<file path="src/rtl/pc_redirect_pkg.sv">
// Shared encodings for the PC redirect unit: request/selection enums and error-flag bit positions.
// Also hosts the branch condition evaluation so the top level stays focused on sequencing.
package pc_redirect_pkg;

  typedef enum logic [2:0] {
    BR_NONE = 3'd0,
    BR_BEQ  = 3'd1,
    BR_BNE  = 3'd2,
    BR_BGT  = 3'd3,
    BR_BLT  = 3'd4
  } branch_sel_t;

  typedef enum logic [1:0] {
    JMP_NONE = 2'd0,
    JMP_JI   = 2'd1,
    JMP_JR   = 2'd2,
    JMP_RET  = 2'd3
  } jmp_sel_t;

  typedef enum logic [1:0] {
    SEL_SEQ    = 2'b00,
    SEL_JUMP   = 2'b01,
    SEL_RET    = 2'b10,
    SEL_BRANCH = 2'b11
  } next_sel_t;

  localparam int ERR_W       = 3;
  localparam int ERR_ILLEGAL = 2;
  localparam int ERR_RAS_OVF = 1;
  localparam int ERR_RAS_UNF = 0;

  // BLT has no dedicated flag: "less than" is neither greater nor equal.
  function automatic logic branch_taken(input logic [2:0] sel, input logic eq, input logic gt);
    logic t;
    t = 1'b0;
    case (sel)
      BR_BEQ:  t = eq;
      BR_BNE:  t = ~eq;
      BR_BGT:  t = gt;
      BR_BLT:  t = ~gt & ~eq;
      default: t = 1'b0;
    endcase
    return t;
  endfunction

endpackage

</file>
<file path="src/rtl/pc_redirect_unit_ras_stack.sv">
// Return-address stack as a circular LIFO; a push when full overwrites the oldest entry.
// Pop on empty is ignored here; the caller decides the fallback target.
module ras_stack #(
  parameter int DEPTH = 4,
  parameter int W     = 32
) (
  input  logic         clk,
  input  logic         rst_n,
  input  logic         push,
  input  logic [W-1:0] push_dat,
  input  logic         pop,
  output logic [W-1:0] top,
  output logic         empty,
  output logic         full,
  output logic         overflow
);

  localparam int PTR_W = $clog2(DEPTH);

  logic [PTR_W-1:0] ptr_q, ptr_d;
  logic [PTR_W:0]   cnt_q, cnt_d;
  logic [W-1:0]     mem_q [DEPTH];
  logic [W-1:0]     mem_d [DEPTH];
  logic [PTR_W-1:0] top_idx;

  // ptr_q is the next write slot; once full it also points at the oldest entry.
  assign top_idx  = ptr_q - PTR_W'(1);
  assign top      = mem_q[top_idx];
  assign empty    = (cnt_q == '0);
  assign full     = (cnt_q == (PTR_W+1)'(DEPTH));
  assign overflow = push & full;

  always_comb begin
    mem_d = mem_q;
    ptr_d = ptr_q;
    cnt_d = cnt_q;
    if (push) begin
      mem_d[ptr_q] = push_dat;
      ptr_d        = ptr_q + PTR_W'(1);
      if (!full) begin
        cnt_d = cnt_q + (PTR_W+1)'(1);
      end
    end else if (pop && !empty) begin
      ptr_d = top_idx;
      cnt_d = cnt_q - (PTR_W+1)'(1);
    end
  end

  always_ff @(posedge clk or negedge rst_n) begin
    if (!rst_n) begin
      ptr_q <= '0;
      cnt_q <= '0;
      for (int i = 0; i < DEPTH; i++) begin
        mem_q[i] <= '0;
      end
    end else begin
      ptr_q <= ptr_d;
      cnt_q <= cnt_d;
      mem_q <= mem_d;
    end
  end

endmodule

</file>
<file path="src/rtl/pc_redirect_unit.sv">
// Program counter owner: picks sequential/branch/jump/return successor, drives a counted flush and sticky errors.
// Selection and taken are combinational from the execute request; pc and flush are registered.
module pc_redirect_unit
  import pc_redirect_pkg::*;
#(
  parameter int                ADDR_W       = 32,
  parameter int                INSTR_BYTES  = 4,
  parameter logic [ADDR_W-1:0] RESET_PC     = '0,
  parameter int                FLUSH_CYCLES = 2,
  parameter int                RAS_DEPTH    = 4
) (
  input  logic              clk,
  input  logic              rst_n,
  input  logic              stall,
  input  logic              valid,
  input  logic [2:0]        branch_sel,
  input  logic              eq,
  input  logic              gt,
  input  logic [1:0]        jmp_sel,
  input  logic              call,
  input  logic [ADDR_W-1:0] target_b,
  input  logic [ADDR_W-1:0] target_i,
  input  logic [ADDR_W-1:0] target_r,
  output logic [ADDR_W-1:0] pc,
  output logic [1:0]        next_sel,
  output logic              taken,
  output logic              flush,
  output logic [2:0]        err
);

  localparam int              CNT_W      = (FLUSH_CYCLES < 1) ? 1 : $clog2(FLUSH_CYCLES + 1);
  localparam logic [CNT_W-1:0] FLUSH_LOAD = CNT_W'(FLUSH_CYCLES);

  logic [ADDR_W-1:0] pc_q, pc_d;
  logic [CNT_W-1:0]  cnt_q, cnt_d;
  logic              flush_q, flush_d;
  logic [ERR_W-1:0]  err_q, err_d;

  logic              accept;
  logic              illegal;
  jmp_sel_t          jsel;
  next_sel_t         sel;
  logic [ADDR_W-1:0] seq_pc;
  logic [ADDR_W-1:0] target;
  logic              ras_push, ras_pop, ras_unf;
  logic [ADDR_W-1:0] ras_top;
  logic              ras_empty, ras_full, ras_overflow;

  // rst_n gates acceptance so the combinational outputs read SEQ during reset.
  assign accept  = rst_n & valid & ~stall & ~flush_q;
  assign illegal = ((branch_sel != BR_NONE) && (jmp_sel != JMP_NONE)) || (branch_sel > BR_BLT);
  assign jsel    = jmp_sel_t'(jmp_sel);
  assign seq_pc  = pc_q + ADDR_W'(INSTR_BYTES);

  always_comb begin
    sel      = SEL_SEQ;
    target   = seq_pc;
    ras_push = 1'b0;
    ras_pop  = 1'b0;
    ras_unf  = 1'b0;
    if (accept && !illegal) begin
      case (jsel)
        JMP_JI: begin
          sel      = SEL_JUMP;
          target   = target_i;
          ras_push = call;
        end
        JMP_JR: begin
          sel      = SEL_JUMP;
          target   = target_r;
          ras_push = call;
        end
        JMP_RET: begin
          sel = SEL_RET;
          if (ras_empty) begin
            target  = target_r;
            ras_unf = 1'b1;
          end else begin
            target  = ras_top;
            ras_pop = 1'b1;
          end
        end
        default: begin
          if (branch_taken(branch_sel, eq, gt)) begin
            sel    = SEL_BRANCH;
            target = target_b;
          end
        end
      endcase
    end
  end

  assign taken    = (sel != SEL_SEQ);
  assign next_sel = sel;

  always_comb begin
    pc_d = pc_q;
    if (taken) begin
      pc_d = target;
    end else if (!stall) begin
      pc_d = seq_pc;
    end
  end

  // Counter freezes under stall so the flush window counts only cycles that advance.
  always_comb begin
    cnt_d = cnt_q;
    if (taken) begin
      cnt_d = FLUSH_LOAD;
    end else if (!stall && (cnt_q != '0)) begin
      cnt_d = cnt_q - CNT_W'(1);
    end
    flush_d = (cnt_d != '0);
  end

  always_comb begin
    err_d              = err_q;
    err_d[ERR_ILLEGAL] = err_q[ERR_ILLEGAL] | (accept & illegal);
    err_d[ERR_RAS_OVF] = err_q[ERR_RAS_OVF] | (ras_overflow & ras_full);
    err_d[ERR_RAS_UNF] = err_q[ERR_RAS_UNF] | ras_unf;
  end

  always_ff @(posedge clk or negedge rst_n) begin
    if (!rst_n) begin
      pc_q    <= RESET_PC;
      cnt_q   <= '0;
      flush_q <= 1'b0;
      err_q   <= '0;
    end else begin
      pc_q    <= pc_d;
      cnt_q   <= cnt_d;
      flush_q <= flush_d;
      err_q   <= err_d;
    end
  end

  ras_stack #(
    .DEPTH (RAS_DEPTH),
    .W     (ADDR_W)
  ) u_ras (
    .clk      (clk),
    .rst_n    (rst_n),
    .push     (ras_push),
    .push_dat (seq_pc),
    .pop      (ras_pop),
    .top      (ras_top),
    .empty    (ras_empty),
    .full     (ras_full),
    .overflow (ras_overflow)
  );

  assign pc    = pc_q;
  assign flush = flush_q;
  assign err   = err_q;

endmodule

</file>
<file path="config.mk">
export PLATFORM = sky130hd
export DESIGN_NAME = pc_redirect_unit
export DESIGN_NICKNAME = d
export VERILOG_FILES = /design/src/rtl/pc_redirect_pkg.sv /design/src/rtl/pc_redirect_unit_ras_stack.sv /design/src/rtl/pc_redirect_unit.sv
export SDC_FILE = /design/constraint.sdc
export NUM_CORES = 1
export LEC_CHECK = 0
export CAP_MARGIN = 20
export CORE_MARGIN = 2
export CORE_UTILIZATION = 33
export DETAILED_ROUTE_END_ITERATION = 8
export PLACE_DENSITY = 0.59
export SLEW_MARGIN = 20
export SYNTH_ARGS = -nofsm -noshare
export SYNTH_HDL_FRONTEND = slang
export SYNTH_SLANG_ARGS = --single-unit
</file>
<file path="constraint.sdc">
create_clock -name clk -period 2.87 [get_ports clk]
set_input_delay 0.574 -clock clk [delete_from_list [all_inputs] [get_ports clk]]
set_output_delay 0.574 -clock clk [all_outputs]
set_load 0.01 [all_outputs]
</file>
# After elaboration in Yosys (flattened, before gate mapping)
# Index checks and enable logic that the tools add are counted.
dict set report op_classes {
  n_addsub 6
  n_lt_le_gt_ge 4
  n_eq_ne 10
  mux 33
  bitwise_logic 16
  n_reduce_logical 19
}
# operator count
set ops {}
lappend ops {{$mux W32} 8}
lappend ops {{$bwmux W128} 1}
lappend ops {{$pmux W32 S3} 1}
lappend ops {{$bmux W32 S2} 1}
lappend ops {{$demux W32 S2} 1}
lappend ops {{$add A32 B3 Y32 const B} 1}
lappend ops {{$mux W2} 6}
lappend ops {{$mux W1} 10}
lappend ops {{$reduce_bool A2 Y1} 5}
lappend ops {{$mux W3} 3}
lappend ops {{$and A1 B1 Y1} 7}
lappend ops {{$eq A3 B2 Y1 const B} 2}
lappend ops {{$eq A3 B3 Y1 const B} 2}
lappend ops {{$ge A3 B3 Y1 const B} 2}
lappend ops {{$not A2 Y3} 2}
lappend ops {{$logic_and A1 B1 Y1} 5}
lappend ops {{$eq A2 B2 Y1 const B} 2}
lappend ops {{$not A1 Y1} 4}
lappend ops {{$pmux W1 S4} 1}
lappend ops {{$pmux W2 S2} 1}
lappend ops {{$sub A2 B1 Y2 const B} 2}
lappend ops {{$add A3 B1 Y3 const B} 1}
lappend ops {{$eq A3 B1 Y1 const B} 1}
lappend ops {{$gt A3 B3 Y1 const B} 1}
lappend ops {{14 further kinds} 18}
dict set report totals {
  regBits 171
  inputBits 108
  word_cells 98
}

# Depth between registers and ports, before layout
dict set report logic_depth {
  word_depth 12
  ltp_mapped 11
}

# Cells and area by module
# Synthesis repeated with hierarchy kept, for this count alone.
dict set report hier_totals {
  hier_cells 771
  hier_area_um2 9385.3
}
# mod n_inst cells_each area_per_inst_um2 seq_area_each_um2
set by_module_without_submodules {}
lappend by_module_without_submodules {ras_stack 1 353 5992.0 3328.2}
lappend by_module_without_submodules {pc_redirect_unit 1 418 3393.3 950.9}

# Worst setup path before layout
# Ideal clock, no wire load.
dict set report synth_path {
  kind {flip-flop to flip-flop}
  start {register u_ras.ptr_q[0]}
  end {register pc_q[0], in the netlist pc[0]}
  setup_ns 0.121
  arrival_time_ns 2.640
  setup_slack_ns 0.109
  stages_incl_launch_ff 11
  path_buffers 4
  period_less_slack_ns 2.761
  path_cell_list {dfrtp_1 -> buf_2 -> buf_2 -> inv_1 -> ha_1 -> clkbuf_1 -> clkbuf_1 -> mux4_2 -> a221oi_1 -> a2bb2oi_1 -> o22a_1}
}
dict set report synth_via {
  elab_chain_cells 9
}
# element line
set synth_lines {}
lappend synth_lines {{start: declaration} pc_redirect_unit_ras_stack.sv:20} ;# logic [PTR_W-1:0] ptr_q, ptr_d;
lappend synth_lines {{start signal: assignment} pc_redirect_unit_ras_stack.sv:57} ;# ptr_q <= ptr_d;
lappend synth_lines {{$sub A2 B1 Y2} pc_redirect_unit_ras_stack.sv:27} ;# assign top_idx = ptr_q - PTR_W'(1);
lappend synth_lines {{$not A2 Y3 (implied by the code)} pc_redirect_unit_ras_stack.sv:28} ;# assign top = mem_q[top_idx];
lappend synth_lines {{$bmux W32 S2} pc_redirect_unit_ras_stack.sv:28}
lappend synth_lines {{$mux W32 (implied by the code) (2 in a row)} pc_redirect_unit_ras_stack.sv:28}
lappend synth_lines {{$mux W32} pc_redirect_unit.sv:75} ;# if (ras_empty) begin
lappend synth_lines {{$pmux W32 S3} pc_redirect_unit.sv:62} ;# case (jsel)
lappend synth_lines {{$mux W32} pc_redirect_unit.sv:61} ;# if (accept && !illegal) begin
lappend synth_lines {{$mux W32} pc_redirect_unit.sv:98} ;# if (taken) begin
lappend synth_lines {{end signal: assignment} pc_redirect_unit.sv:130} ;# pc_q <= pc_d;
lappend synth_lines {{end: declaration} pc_redirect_unit.sv:34} ;# logic [ADDR_W-1:0] pc_q, pc_d;
# Every way passes these cells. The select of a mux whose other input is x is not followed.
# A chain may end at the register's enable or synchronous reset.

# Worst setup path after layout
dict set report layout_path {
  start {input branch_sel[1]}
  end {output next_sel[0]}
}
dict set report layout_via {
  elab_chain_cells 7
  word_cells_on_any_way 16
  cone_classes {order compare (1); eq/ne (4); mux (6); reduce/logical (5)}
}
# element line
set layout_lines {}
lappend layout_lines {{start: declaration} pc_redirect_unit.sv:16} ;# input logic [2:0] branch_sel,
lappend layout_lines {{$eq A3 B3 Y1 (tied with other cells)} pc_redirect_pkg.sv:36} ;# case (sel)
lappend layout_lines {{$pmux W1 S4} pc_redirect_pkg.sv:36}
lappend layout_lines {{$mux W1} pc_redirect_unit.sv:62}
lappend layout_lines {{$mux W1} pc_redirect_unit.sv:61}
lappend layout_lines {{$mux W2} pc_redirect_unit.sv:84} ;# if (branch_taken(branch_sel, eq, gt)) begin
lappend layout_lines {{$pmux W2 S2} pc_redirect_unit.sv:62}
lappend layout_lines {{$mux W2 *} pc_redirect_unit.sv:61}
lappend layout_lines {{end: declaration} pc_redirect_unit.sv:25} ;# output logic [1:0] next_sel,
# Mark *: on every way between the ends. The rest lies on a longest branch, timed or not. The select of a mux whose other input is x is not followed.

==> flow_summary.yaml <==
outcome:
  run_status: "complete, no violations"
floorplan:
  ios: 147
  die_area_um2: 28400
  die_h_um: 169
  die-width_um: 169
  design.core.area_um2: 26700
  number_of_rows_in_the_core_area: 60
  initial_core_util_pct: 33.4
synth:
  synth.distinct_cells: 63
  synth_compound_area_share_pct: 18.3
  syn-instance-count: 884
  post-synth-top-area-fraction_pct: 47.9
  per_instance_average_area_after_synthesis_um2: 10.1
  synth-xor-area-share_pct: 3.53
  synth-seq-area-share_pct: 47.9
  synth_simple_gate_area_share_pct: 13.7
  most_frequently_used_flop_master_after_synthesis: "sky130_fd_sc_hd__dfrtp_1"
  synth_area_um2: 8930
  yosys.area_share.adder_pct: 1.86
  synth_largest_area_cell: "sky130_fd_sc_hd__dfrtp_1"
  synth-edff-count: 0
  combinational_family_with_the_most_area_after_synthesis: "compound AO/OA/AOI/OAI gates"
  synth.cells.most_frequent: "171 x sky130_fd_sc_hd__dfrtp_1, 167 x sky130_fd_sc_hd__nand2_1, 143 x sky130_fd_sc_hd__o21ai_0, 51 x sky130_fd_sc_hd__clkbuf_1, 41 x sky130_fd_sc_hd__nor2_1"
  post_synth_main_area_contributors: "sky130_fd_sc_hd__dfrtp_1 48%, sky130_fd_sc_hd__mux4_2 8.3%, sky130_fd_sc_hd__o21ai_0 8.0%"
  ys_seq_elements: 171
  synthArstFlopShare_pct: 100
  post-synth-top-count-cell: "sky130_fd_sc_hd__dfrtp_1"
  synth.mux.area_fraction_pct: 10.4
  ys_warn_count: 0
  synth_nets: 1003
drt:
  viasPerCell: 5.21
  routed_wirelength_um: 27900
  drt_first_iter_violations: 580
  drc_violations_left: 0
  detailedRoute.firstPassIterationCount: 5
  drtAntennaViolNets: 0
  wl_per_cell_um: 19.4
  vias: 7485
worst_setup_path:
  ff2ff_setup_slack_ps: 360
  reg2reg_depth: 8
  cp.arrival_ps: 2210
  r2r-end: "pc[19]"
  r2r-start: "u_ras.ptr_q[1]"
  critical_path_startpoint: "branch_sel[1]"
  crit_path_end: "next_sel[0]"
  crit_path_max_fanout: 4
  crit_path_start_kind: "primary input"
  cp_endpoint_kind: "output pin"
  timing_worst_setup_path_type: "in2out"
  required_ps: 2300
power_and_ir_drop:
  comb_pwr_share_pct: 28.2
  peakVddDrop_mv: 0.371
  total_switching_power_mw: 2.31
  power.sequential.fraction_pct: 41.3
  p_per_area_nw_per_um2: 596
  power.static_leakage_nw: 5.13
  p_sw_share_pct: 32.3
  share_clk_of_total_power_pct: 30.5
  power_report.internal_total_mw: 4.84
grt:
  grt.total_usage_pct: 20.1
  grt_pass1_vias: 7668
  overflow: 0
  first_pass_grt_wire_length_um: 43900
  largest_net_degree_at_the_start_of_global_routing: 172
  grt_antenna_before_repair: 0
sta:
  final_max_slew_viol_count: 0
  postLayoutSetupSlackWorst_ps: 87.8
  fin_crit_sh_pct: 96.9
  max_freq_mhz: 359
  timing_hold_violations_final: 0
  worst_pin_slew_ps: 998
  timing.max_slew.rel_slack_pct: 33.5
  tns_ps: 0
  setup-violations-final: 0
  finalCriticalPeriod_ps: 2780
  worst_clock_skew_ps: 12.6
layout:
  layout-area-overhead-vs-synth_pct: 34.3
  nets: 1202
  layout-drive-gt1-share_pct: 18.7
  finalCoreUtilization_pct: 44.9
  final-instance-count-excl-fill: 1437
  n_antenna_cell: 0
cts:
  max-clock-path-buffers: 2
  clock-root-buffer: "sky130_fd_sc_hd__clkbuf_16"
  cts.sink_count: 171
  clk_pin_slew_ps: 70
  insertion_delay_ps: 430
  cts_tree: "yes"
  cts-buffers-inserted: 17
  clock_tree.htree_level_count: 4
place:
  number_of_port_buffers: 146
  place.detailed.instances: 1403
  gpl.final_weighted_congestion: 0.791
  detailedPlacementHpwl_um: 20000
  dp_slack_ps: -375
job:
  maxCapViolCount: 0
worst_hold_path:
  worstHoldPathType: "in2async"
==> sequential cells by signal, indices dropped and copies added, names as in the netlist <==
register and count:
err 3, cnt_q 2, u_ras.cnt_q 3, flush 1, u_ras.mem_q 128, u_ras.ptr_q 2, pc 32
==> critical path: stages <==
cell	delay (ps)
sky130_fd_sc_hd__clkdlybuf4s50_1	540
sky130_fd_sc_hd__mux2i_1	120
sky130_fd_sc_hd__a311oi_2	270
sky130_fd_sc_hd__o211ai_1	160
sky130_fd_sc_hd__buf_4	160
sky130_fd_sc_hd__nor2_1	90
sky130_fd_sc_hd__dlygate4sd2_1	280
==> through the flow <==
stage | hold slack [ps] | cell area [um2] | power (mW)
floorplan | 278 | 8930 | 3.92
global placement | 452 | 11400 | 4.99
detailed placement | 461 | 11400 | 5.01
CTS | 371 | 12000 | 7.21
global route | 372 | 12000 | 7.51
finish | 266 | 12000 | 7.15
==> power by group through the flow <==
stage	registers (mW)	logic (mW)	clock network, mW
after global routing	2.98	2.20	2.33
after global placement	2.99	2.01	0
after detailed placement	2.99	2.02	0
after floorplan	2.97	0.956	0
final	2.95	2.02	2.18
after CTS	2.95	2.04	2.22
==> cell families (layout without fill, tap and decap cells) <==
group | after synthesis | in the layout
AND/OR/NAND/NOR | 273 | 273
AO/OA/AOI/OAI | 259 | 259
flip-flops | 171 | 171
buffers and inverters | 85 | 297
multiplexers | 47 | 47
XOR/XNOR | 36 | 36
adder cells (fa/ha/maj) | 13 | 13
==> timing repair <==
item                                   CTS  global route
setup endpoints to repair                3             3
gates resized for setup                 12             3
pin swaps                                2             1
hold buffers                             0             0
endpoints found under the hold margin    0             0
buffers inserted                         1             1
==> area by class of cell <==
class / instances / area (um2)
sequential: 171 / 4280
fill: 2569 / 14700
timing repair buffer: 248 / 2370
tap: 341 / 427
multi-input combinational: 628 / 4310
clock buffer: 24 / 492
clock inverter: 8 / 58.8
inverter: 17 / 65.1
==> cell usage in the layout, fill, tap and decap left out, types with 4 or more instances in the layout <==
cell type | synthesis | routed
sky130_fd_sc_hd__a21o_1 | 6 | 6
sky130_fd_sc_hd__a21oi_1 | 20 | 20
sky130_fd_sc_hd__a221o_1 | 13 | 13
sky130_fd_sc_hd__a221oi_1 | 26 | 26
sky130_fd_sc_hd__a22oi_1 | 5 | 5
sky130_fd_sc_hd__a2bb2oi_1 | 6 | 6
sky130_fd_sc_hd__buf_12 | 0 | 12
sky130_fd_sc_hd__buf_4 | 2 | 90
sky130_fd_sc_hd__clkbuf_16 | 0 | 17
sky130_fd_sc_hd__clkbuf_8 | 0 | 4
sky130_fd_sc_hd__clkdlybuf4s50_1 | 0 | 140
sky130_fd_sc_hd__dfrtp_1 | 171 | 170
sky130_fd_sc_hd__dlygate4sd2_1 | 0 | 4
sky130_fd_sc_hd__ha_1 | 10 | 9
sky130_fd_sc_hd__inv_1 | 16 | 14
sky130_fd_sc_hd__mux2_2 | 5 | 5
sky130_fd_sc_hd__mux2_4 | 8 | 8
sky130_fd_sc_hd__mux4_2 | 33 | 33
sky130_fd_sc_hd__nand2_1 | 167 | 167
sky130_fd_sc_hd__nand2_4 | 4 | 4
sky130_fd_sc_hd__nand3_1 | 17 | 17
sky130_fd_sc_hd__nand4_1 | 11 | 11
sky130_fd_sc_hd__nor2_1 | 41 | 41
sky130_fd_sc_hd__nor3_1 | 10 | 10
sky130_fd_sc_hd__nor4_1 | 4 | 4
sky130_fd_sc_hd__o211ai_1 | 4 | 4
sky130_fd_sc_hd__o21ai_0 | 143 | 143
sky130_fd_sc_hd__o22a_1 | 7 | 7
sky130_fd_sc_hd__o2bb2ai_1 | 4 | 4
sky130_fd_sc_hd__xnor2_1 | 19 | 19
sky130_fd_sc_hd__xor2_1 | 17 | 17
==> worst min path at each step <==
stage | from | endpoint | slack [ps] | cells past startpoint
after floorplan | rst_n | cnt_q[0] | 280 | 0
after global placement | err[2] | err[2] | 450 | 1
after detailed placement | err[2] | err[2] | 460 | 1
after CTS | rst_n | err[1] | 370 | 2
after global routing | rst_n | err[2] | 370 | 2
final | rst_n | err[2] | 270 | 2
==> per-layer routing <==
metal  GRT usage, %  vias to the layer above  part of all wire (%)
met5              0                        -                     0
met4           3.94                        0                  0.74
met3           3.76                       14                   4.6
met2           33.7                      179                    48
met1           27.5                     3706                    46
li1               -                     3586                     -
No activity file was read; power rests on OpenSTA's default activity.
